`config.mk`:
```
export PLATFORM = sky130hd
export DESIGN_NAME = relu_activation_layer
export DESIGN_NICKNAME = d
export VERILOG_FILES = /design/src/rtl/relu_activation_layer.sv
export SDC_FILE = /design/constraint.sdc
export NUM_CORES = 1
export LEC_CHECK = 0
export ABC_AREA = 0
export CAP_MARGIN = 20
export CORE_MARGIN = 2
export CORE_UTILIZATION = 47
export CTS_CLUSTER_DIAMETER = 80
export DETAILED_ROUTE_END_ITERATION = 10
export GPL_ROUTABILITY_DRIVEN = 0
export MAX_ROUTING_LAYER = met4
export PLACE_DENSITY = 0.85
export SLEW_MARGIN = 20
export SYNTH_ARGS = -nofsm -noshare
export SYNTH_HDL_FRONTEND = slang
export SYNTH_SLANG_ARGS = --single-unit
```
`constraint.sdc`:
```
create_clock -name clk -period 5 [get_ports clk]
set_input_delay 1.25 -clock clk [delete_from_list [all_inputs] [get_ports clk]]
set_output_delay 1.25 -clock clk [all_outputs]
set_load 0.1 [all_outputs]
```
`src/rtl/relu_activation_layer.sv`:
```
// ReLU activation stage: streams NUMBER_OF_NODE binary32 sums out of the
// hidden RAM, applies ReLU bitwise and writes value + derivative bit.
//
// Ports:
//   clk        - clock, rising edge
//   rst_n      - asynchronous reset, ACTIVE-HIGH
//   i_valid    - start pulse, sampled only in IDLE
//   o_rd_addr  - hidden RAM read address (data returns one cycle later)
//   i_rd_data  - hidden RAM read data
//   o_wr_en    - activation RAM write enable
//   o_wr_addr  - activation RAM write address
//   o_wr_data  - activation value
//   o_wr_deriv - ReLU derivative bit (input strictly positive)
//   o_busy     - high from the cycle after start through the done cycle
//   o_valid    - one-cycle done pulse
//
// Optional feature macro: LEAKY_RELU_EN (negative finite inputs are scaled
// by 2**-LEAK_SHIFT via exponent subtraction instead of being zeroed).
module relu_activation_layer #(
    parameter int DATA_WIDTH     = 32,
    parameter int ADDRESS_WIDTH  = 5,
    parameter int NUMBER_OF_NODE = 32,
    parameter int LEAK_SHIFT     = 7
) (
    input  logic                     clk,
    input  logic                     rst_n,
    input  logic                     i_valid,
    output logic [ADDRESS_WIDTH-1:0] o_rd_addr,
    input  logic [DATA_WIDTH-1:0]    i_rd_data,
    output logic                     o_wr_en,
    output logic [ADDRESS_WIDTH-1:0] o_wr_addr,
    output logic [DATA_WIDTH-1:0]    o_wr_data,
    output logic                     o_wr_deriv,
    output logic                     o_busy,
    output logic                     o_valid
);

    typedef enum logic [1:0] {
        IDLE,
        READ,
        DRAIN,
        DONE
    } state_t;

    // Terminal address compared exactly, so the counter never wraps even
    // when NUMBER_OF_NODE fills the whole address space.
    localparam logic [ADDRESS_WIDTH-1:0] LAST_ADDR =
        ADDRESS_WIDTH'(NUMBER_OF_NODE - 1);

    state_t                   state;
    state_t                   state_nxt;
    logic [ADDRESS_WIDTH-1:0] rd_addr;
    logic                     rd_vld;
    logic                     p1_vld;
    logic [ADDRESS_WIDTH-1:0] p1_addr;
    logic [DATA_WIDTH-1:0]    act;
    logic                     deriv;
    logic                     sign;

    assign sign = i_rd_data[DATA_WIDTH-1];

    always_ff @(posedge clk or posedge rst_n) begin
        if (rst_n) begin
            state <= IDLE;
        end else begin
            state <= state_nxt;
        end
    end

    always_comb begin
        state_nxt = state;
        rd_vld    = 1'b0;
        case (state)
            IDLE: begin
                if (i_valid) begin
                    state_nxt = READ;
                end
            end
            READ: begin
                rd_vld = 1'b1;
                if (rd_addr == LAST_ADDR) begin
                    state_nxt = DRAIN;
                end
            end
            // Leave once the final read has moved into the write register.
            DRAIN: begin
                if (!p1_vld) begin
                    state_nxt = DONE;
                end
            end
            DONE: begin
                state_nxt = IDLE;
            end
            default: begin
                state_nxt = IDLE;
            end
        endcase
    end

    always_ff @(posedge clk or posedge rst_n) begin
        if (rst_n) begin
            rd_addr <= '0;
        end else if (state == READ && rd_addr != LAST_ADDR) begin
            rd_addr <= rd_addr + ADDRESS_WIDTH'(1);
        end else if (state == DONE) begin
            rd_addr <= '0;
        end
    end

    // ReLU on the raw bit pattern: any set sign bit kills the value, and
    // +inf / +NaN pass through like any other positive pattern.
`ifdef LEAKY_RELU_EN
    logic [7:0] expo;
    assign expo = i_rd_data[DATA_WIDTH-2 -: 8];

    always_comb begin
        act   = '0;
        deriv = 1'b0;
        if (!sign) begin
            act   = i_rd_data;
            deriv = |i_rd_data;
        end else if (&expo) begin
            act = i_rd_data;
        end else if (expo <= 8'(LEAK_SHIFT)) begin
            act = {1'b1, {(DATA_WIDTH-1){1'b0}}};
        end else begin
            act = {1'b1, expo - 8'(LEAK_SHIFT),
                   i_rd_data[DATA_WIDTH-10:0]};
        end
    end
`else
    always_comb begin
        act   = '0;
        deriv = 1'b0;
        if (!sign) begin
            act   = i_rd_data;
            deriv = |i_rd_data;
        end
    end
`endif

    always_ff @(posedge clk or posedge rst_n) begin
        if (rst_n) begin
            p1_vld     <= 1'b0;
            p1_addr    <= '0;
            o_wr_en    <= 1'b0;
            o_wr_addr  <= '0;
            o_wr_data  <= '0;
            o_wr_deriv <= 1'b0;
        end else begin
            p1_vld  <= rd_vld;
            p1_addr <= rd_addr;
            o_wr_en <= p1_vld;
            if (p1_vld) begin
                o_wr_addr  <= p1_addr;
                o_wr_data  <= act;
                o_wr_deriv <= deriv;
            end
        end
    end

    assign o_rd_addr = rd_addr;
    assign o_busy    = (state != IDLE);
    assign o_valid   = (state == DONE);

endmodule

```
# After elaboration in Yosys (flattened, before gate mapping)
# Index checks and enable logic that the tools add are counted.
[word_totals]
romBits = 0
inputBits = 35
latchBits = 0
regBits = 52
ram_bits = 0
output_inout_bits = 46
memories = 0
[op_classes]
multipliers = 0
n_div = 0
shift = 0
muxes = 9
n_lt_le_gt_ge = 0
add_sub_neg = 1
bitwise_logic = 0
n_reduce_logical = 6
n_eq_ne = 8
[op_table]
columns = ["operator", "n"]
rows = [
  ["$reduce_or A32 Y1", 1],
  ["$mux W31", 1],
  ["$mux W5", 2],
  ["$pmux W2 S4", 1],
  ["$mux W2", 3],
  ["$ne A2 B2 Y1 const B", 3],
  ["$add A5 B1 Y5 const B", 1],
  ["$eq A5 B5 Y1 const B", 1],
  ["$ne A5 B5 Y1 const B", 1],
  ["$eq A2 B2 Y1 const B", 2],
  ["$reduce_bool A2 Y1", 2],
  ["$reduce_and A3 Y1", 1],
  ["$eq A2 B1 Y1 const B", 1],
  ["$logic_not A2 Y1", 1],
  ["$mux W1", 2],
  ["$logic_and A1 B1 Y1", 1],
]

# Longest topological paths before layout
[depth]
word_depth = 3
ltp_mapped = 7
depth_no_buf = 7

# Least setup slack after synthesis
# No wires, ideal clock.
[synth_timing]
path_kind = "reg-to-output"
start = "register state[0]"
end = "output o_busy"
path_stages_with_launch = 4
t_arrival_ps = 1245
t_required_ps = 3750
path_slack_ps = 2505
path_cell_list = "dfrtp_1 inv_1 ha_1 inv_1"
[synth_via]
elab_chain_len = 1
[synth_lines]
columns = ["item", "line_no", "source"]
rows = [
  ["from (decl)", "50", "state_t state;"],
  ["from (signal assigned)", "66", "state <= state_nxt;"],
  ["$reduce_bool A2 Y1", "163", "assign o_busy = (state != IDLE);"],
  ["to (decl)", "34", "output logic o_busy,"],
]
# No other way between the ends.

# Final worst setup path
# Same ends and word-level chain as after synthesis.

==> results.toml <==
[clock_tree]
numCtsBuffers = 5
clockRootBuffer = "clkbuf_8"
cts_tree = "built"
clkSlewWorstSetupHoldPaths_ns = 0.09
ctsResizeCount = 0
clock_latency_ns = 0.30
htree_levels = 2
post-cts-setup-buffers = 0
clock_sinks = 51
holdBufCountCts = 0
clock_path_buffers = 2

[sta]
max_clock_freq_ghz = 0.2883
worst_slew_pin_slew_ns = 0.9981
slew_headroom = 0.3325
min_period_ns = 3.469
fin_crit_sh = 0.6938
final-setup-viol-count = 0
hold_viol = 0
rsz0062_at_grt = "false"
tns_ns = 0
final-max-slew-violation-count = 0
fin_worst_skew_ns = 0.007387

[drt]
routedWlPerCell_microns = 13.49
totalWireLength_microns = 4573
vias = 1664
drc = 0
vias_per_cell = 4.909
initialDrtViolationCount = 93
final_antenna_net_count = 0
dr.pass1.iters = 4

[synthesis]
yosysWarnings = 0
synth-main-ff-cell = "dfrtp_1"
yosysTopAreaCell = "dfrtp_1"
synth_top_area_frac = 0.6018
async_flop_share = 1.000
netlist_top_cells_area = "dfrtp_1 (60%), nand2_1 (6.5%), inv_1 (6.4%)"
synthCells = 207
synth_commonest_cells = "dfrtp_1 (51), nand2_1 (37), inv_1 (36)"
yosysMostFrequentCell = "dfrtp_1"
ys_types = 28
ys_ff_latch = 51
syn_nets = 249
seq_area_frac_synth = 0.6018
synth-edff-count = 0
synth_area_sq_um = 2121
synth.avg_cell_area_sq_um = 10.25

[place]
post-dp-hpwl_microns = 3254
place_inst = 331
port-buffer-count = 79

[worst_hold_path]
hold_class = "reg2reg"
whs_path_depth = 0
holdCritStartpoint = "o_rd_addr[4]"

[critical_path]
critPathKind = "reg2out"
r2r_cells = 7
crit_path_end_kind = "primary output"
crit_buf_inv = 3
endpoint = "o_busy"
start_kind = "flip-flop"
required_ns = 3.75
r2r_start = "o_rd_addr[0]"
rrSetupSlack_ns = 3.16
arrival_ns = 2.22
worstPathCellList = "inv_1 > ha_1 > inv_1 > clkdlybuf4s50_1"
r2r-end = "state[1]"
max_stage_delay_ns = 1.13
cp_common_cell = "inv_1"
crit_family = "buffers and inverters"
crit_path_start = "state[0]"
slowest_stage = "clkdlybuf4s50_1"
cp.depth = 4
worst-path-max-fanout = 4

[finish]
fillers = 350
multiInputGateArea_sq_um = 655.6
drive_gt1_frac = 0.07317
nets = 328
finalNonFillerCells = 339
fin_util = 0.7046
regArea_sq_um = 1276
areaGrowthSynthToFinish_pct = 44.66
antenna_cells = 0

[job]
maxCapViolations = 0

[global_route]
antenna_found_initial = 0
grt_pass1_wl_microns = 7590
grt-ovfl-total = 0
grt_usage = 0.1979
grt_max_degree = 52
grt_pass1_vias = 1600

[floorplanning]
start_util = 0.4871
dieArea_sq_um = 5066
coreArea_sq_um = 4354
die_x_microns = 71.18
num_io_pins = 81
die_h_microns = 71.18
fp-row-count = 24

[run_status]
status = "finished clean"
[cells by family after synthesis]
logic type / after synthesis / synth area share
compound gates: 42 / 0.1062
fa+ha+maj: 7 / 0.04130
buf+inv: 44 / 0.08908
flops: 51 / 0.6018
mux: 6 / 0.03362
other cells: 1 / 0.001768
simple gates: 56 / 0.1263
[area by class of cell]
cell class | count | share of cell area
clock buffer | 5 | 0.02243
clock inverter | 3 | 0.02202
inverter | 36 | 0.04445
multi-input combinational | 112 | 0.2137
sequential | 51 | 0.4160
tap | 52 | 0.02121
timing repair buffer | 80 | 0.2602
[flip-flops by register name, indices dropped and copies added (netlist names)]
name	flops
state	2
o_wr_en	1
p1_vld	1
o_wr_data	31
o_wr_addr	5
p1_addr	5
o_rd_addr	5
o_wr_deriv	1
[layout by cell type, fill, tap and decap left out, types with 2 or more instances in the layout]
| cell type | instances |
|---|---|
| inv_1 | 35 |
| nand3b_1 | 2 |
| nor4_1 | 7 |
| bufinv_16 | 2 |
| nand2_1 | 37 |
| clkbuf_8 | 5 |
| o21ai_0 | 26 |
| nand4_1 | 3 |
| ha_1 | 7 |
| dfrtp_1 | 51 |
| o21ai_1 | 11 |
| clkdlybuf4s50_1 | 79 |
| mux2_2 | 5 |
[how the worst min path moves through the flow]
stage,end,slack [ns]
3_3_place_gp,p1_addr[4],0.42
5_1_grt,p1_addr[4],0.48
4_1_cts,p1_addr[4],0.45
6_report,p1_addr[4],0.45
3_5_place_dp,p1_addr[4],0.43
2_1_floorplan,o_wr_en,0.42
[per-stage QoR]
stage                     hold slack (ns)  instance area (sq um)  setup slack, ns
after global placement             0.4213                   2930            1.891
after detailed placement           0.4260                   2930            1.861
after global routing               0.4771                   3068            1.441
after floorplan                    0.4233                   2121            2.505
final                              0.4515                   3068            1.531
after CTS                          0.4483                   3067            1.510
[worst register-to-register path, cell delays in order (launching register included)]
cell and delay (ns):
dfrtp_1 0.46, ha_1 0.26, and3_1 0.19, ha_1 0.19, nand2b_4 0.17, o21ai_2 0.09
a21oi_2 0.06, mux2_4 0.31
[metal layers]
metal	share of wire	wire, microns	global-route usage
met5	0	0	-
met3	0.062	283	0.06125
met4	0.0074	34	0.03774
met2	0.50	2285	0.3169
met1	0.43	1970	0.2512
Power is not shown: default switching activity piles up to over one toggle a cycle in this logic, so the estimate is an artifact.
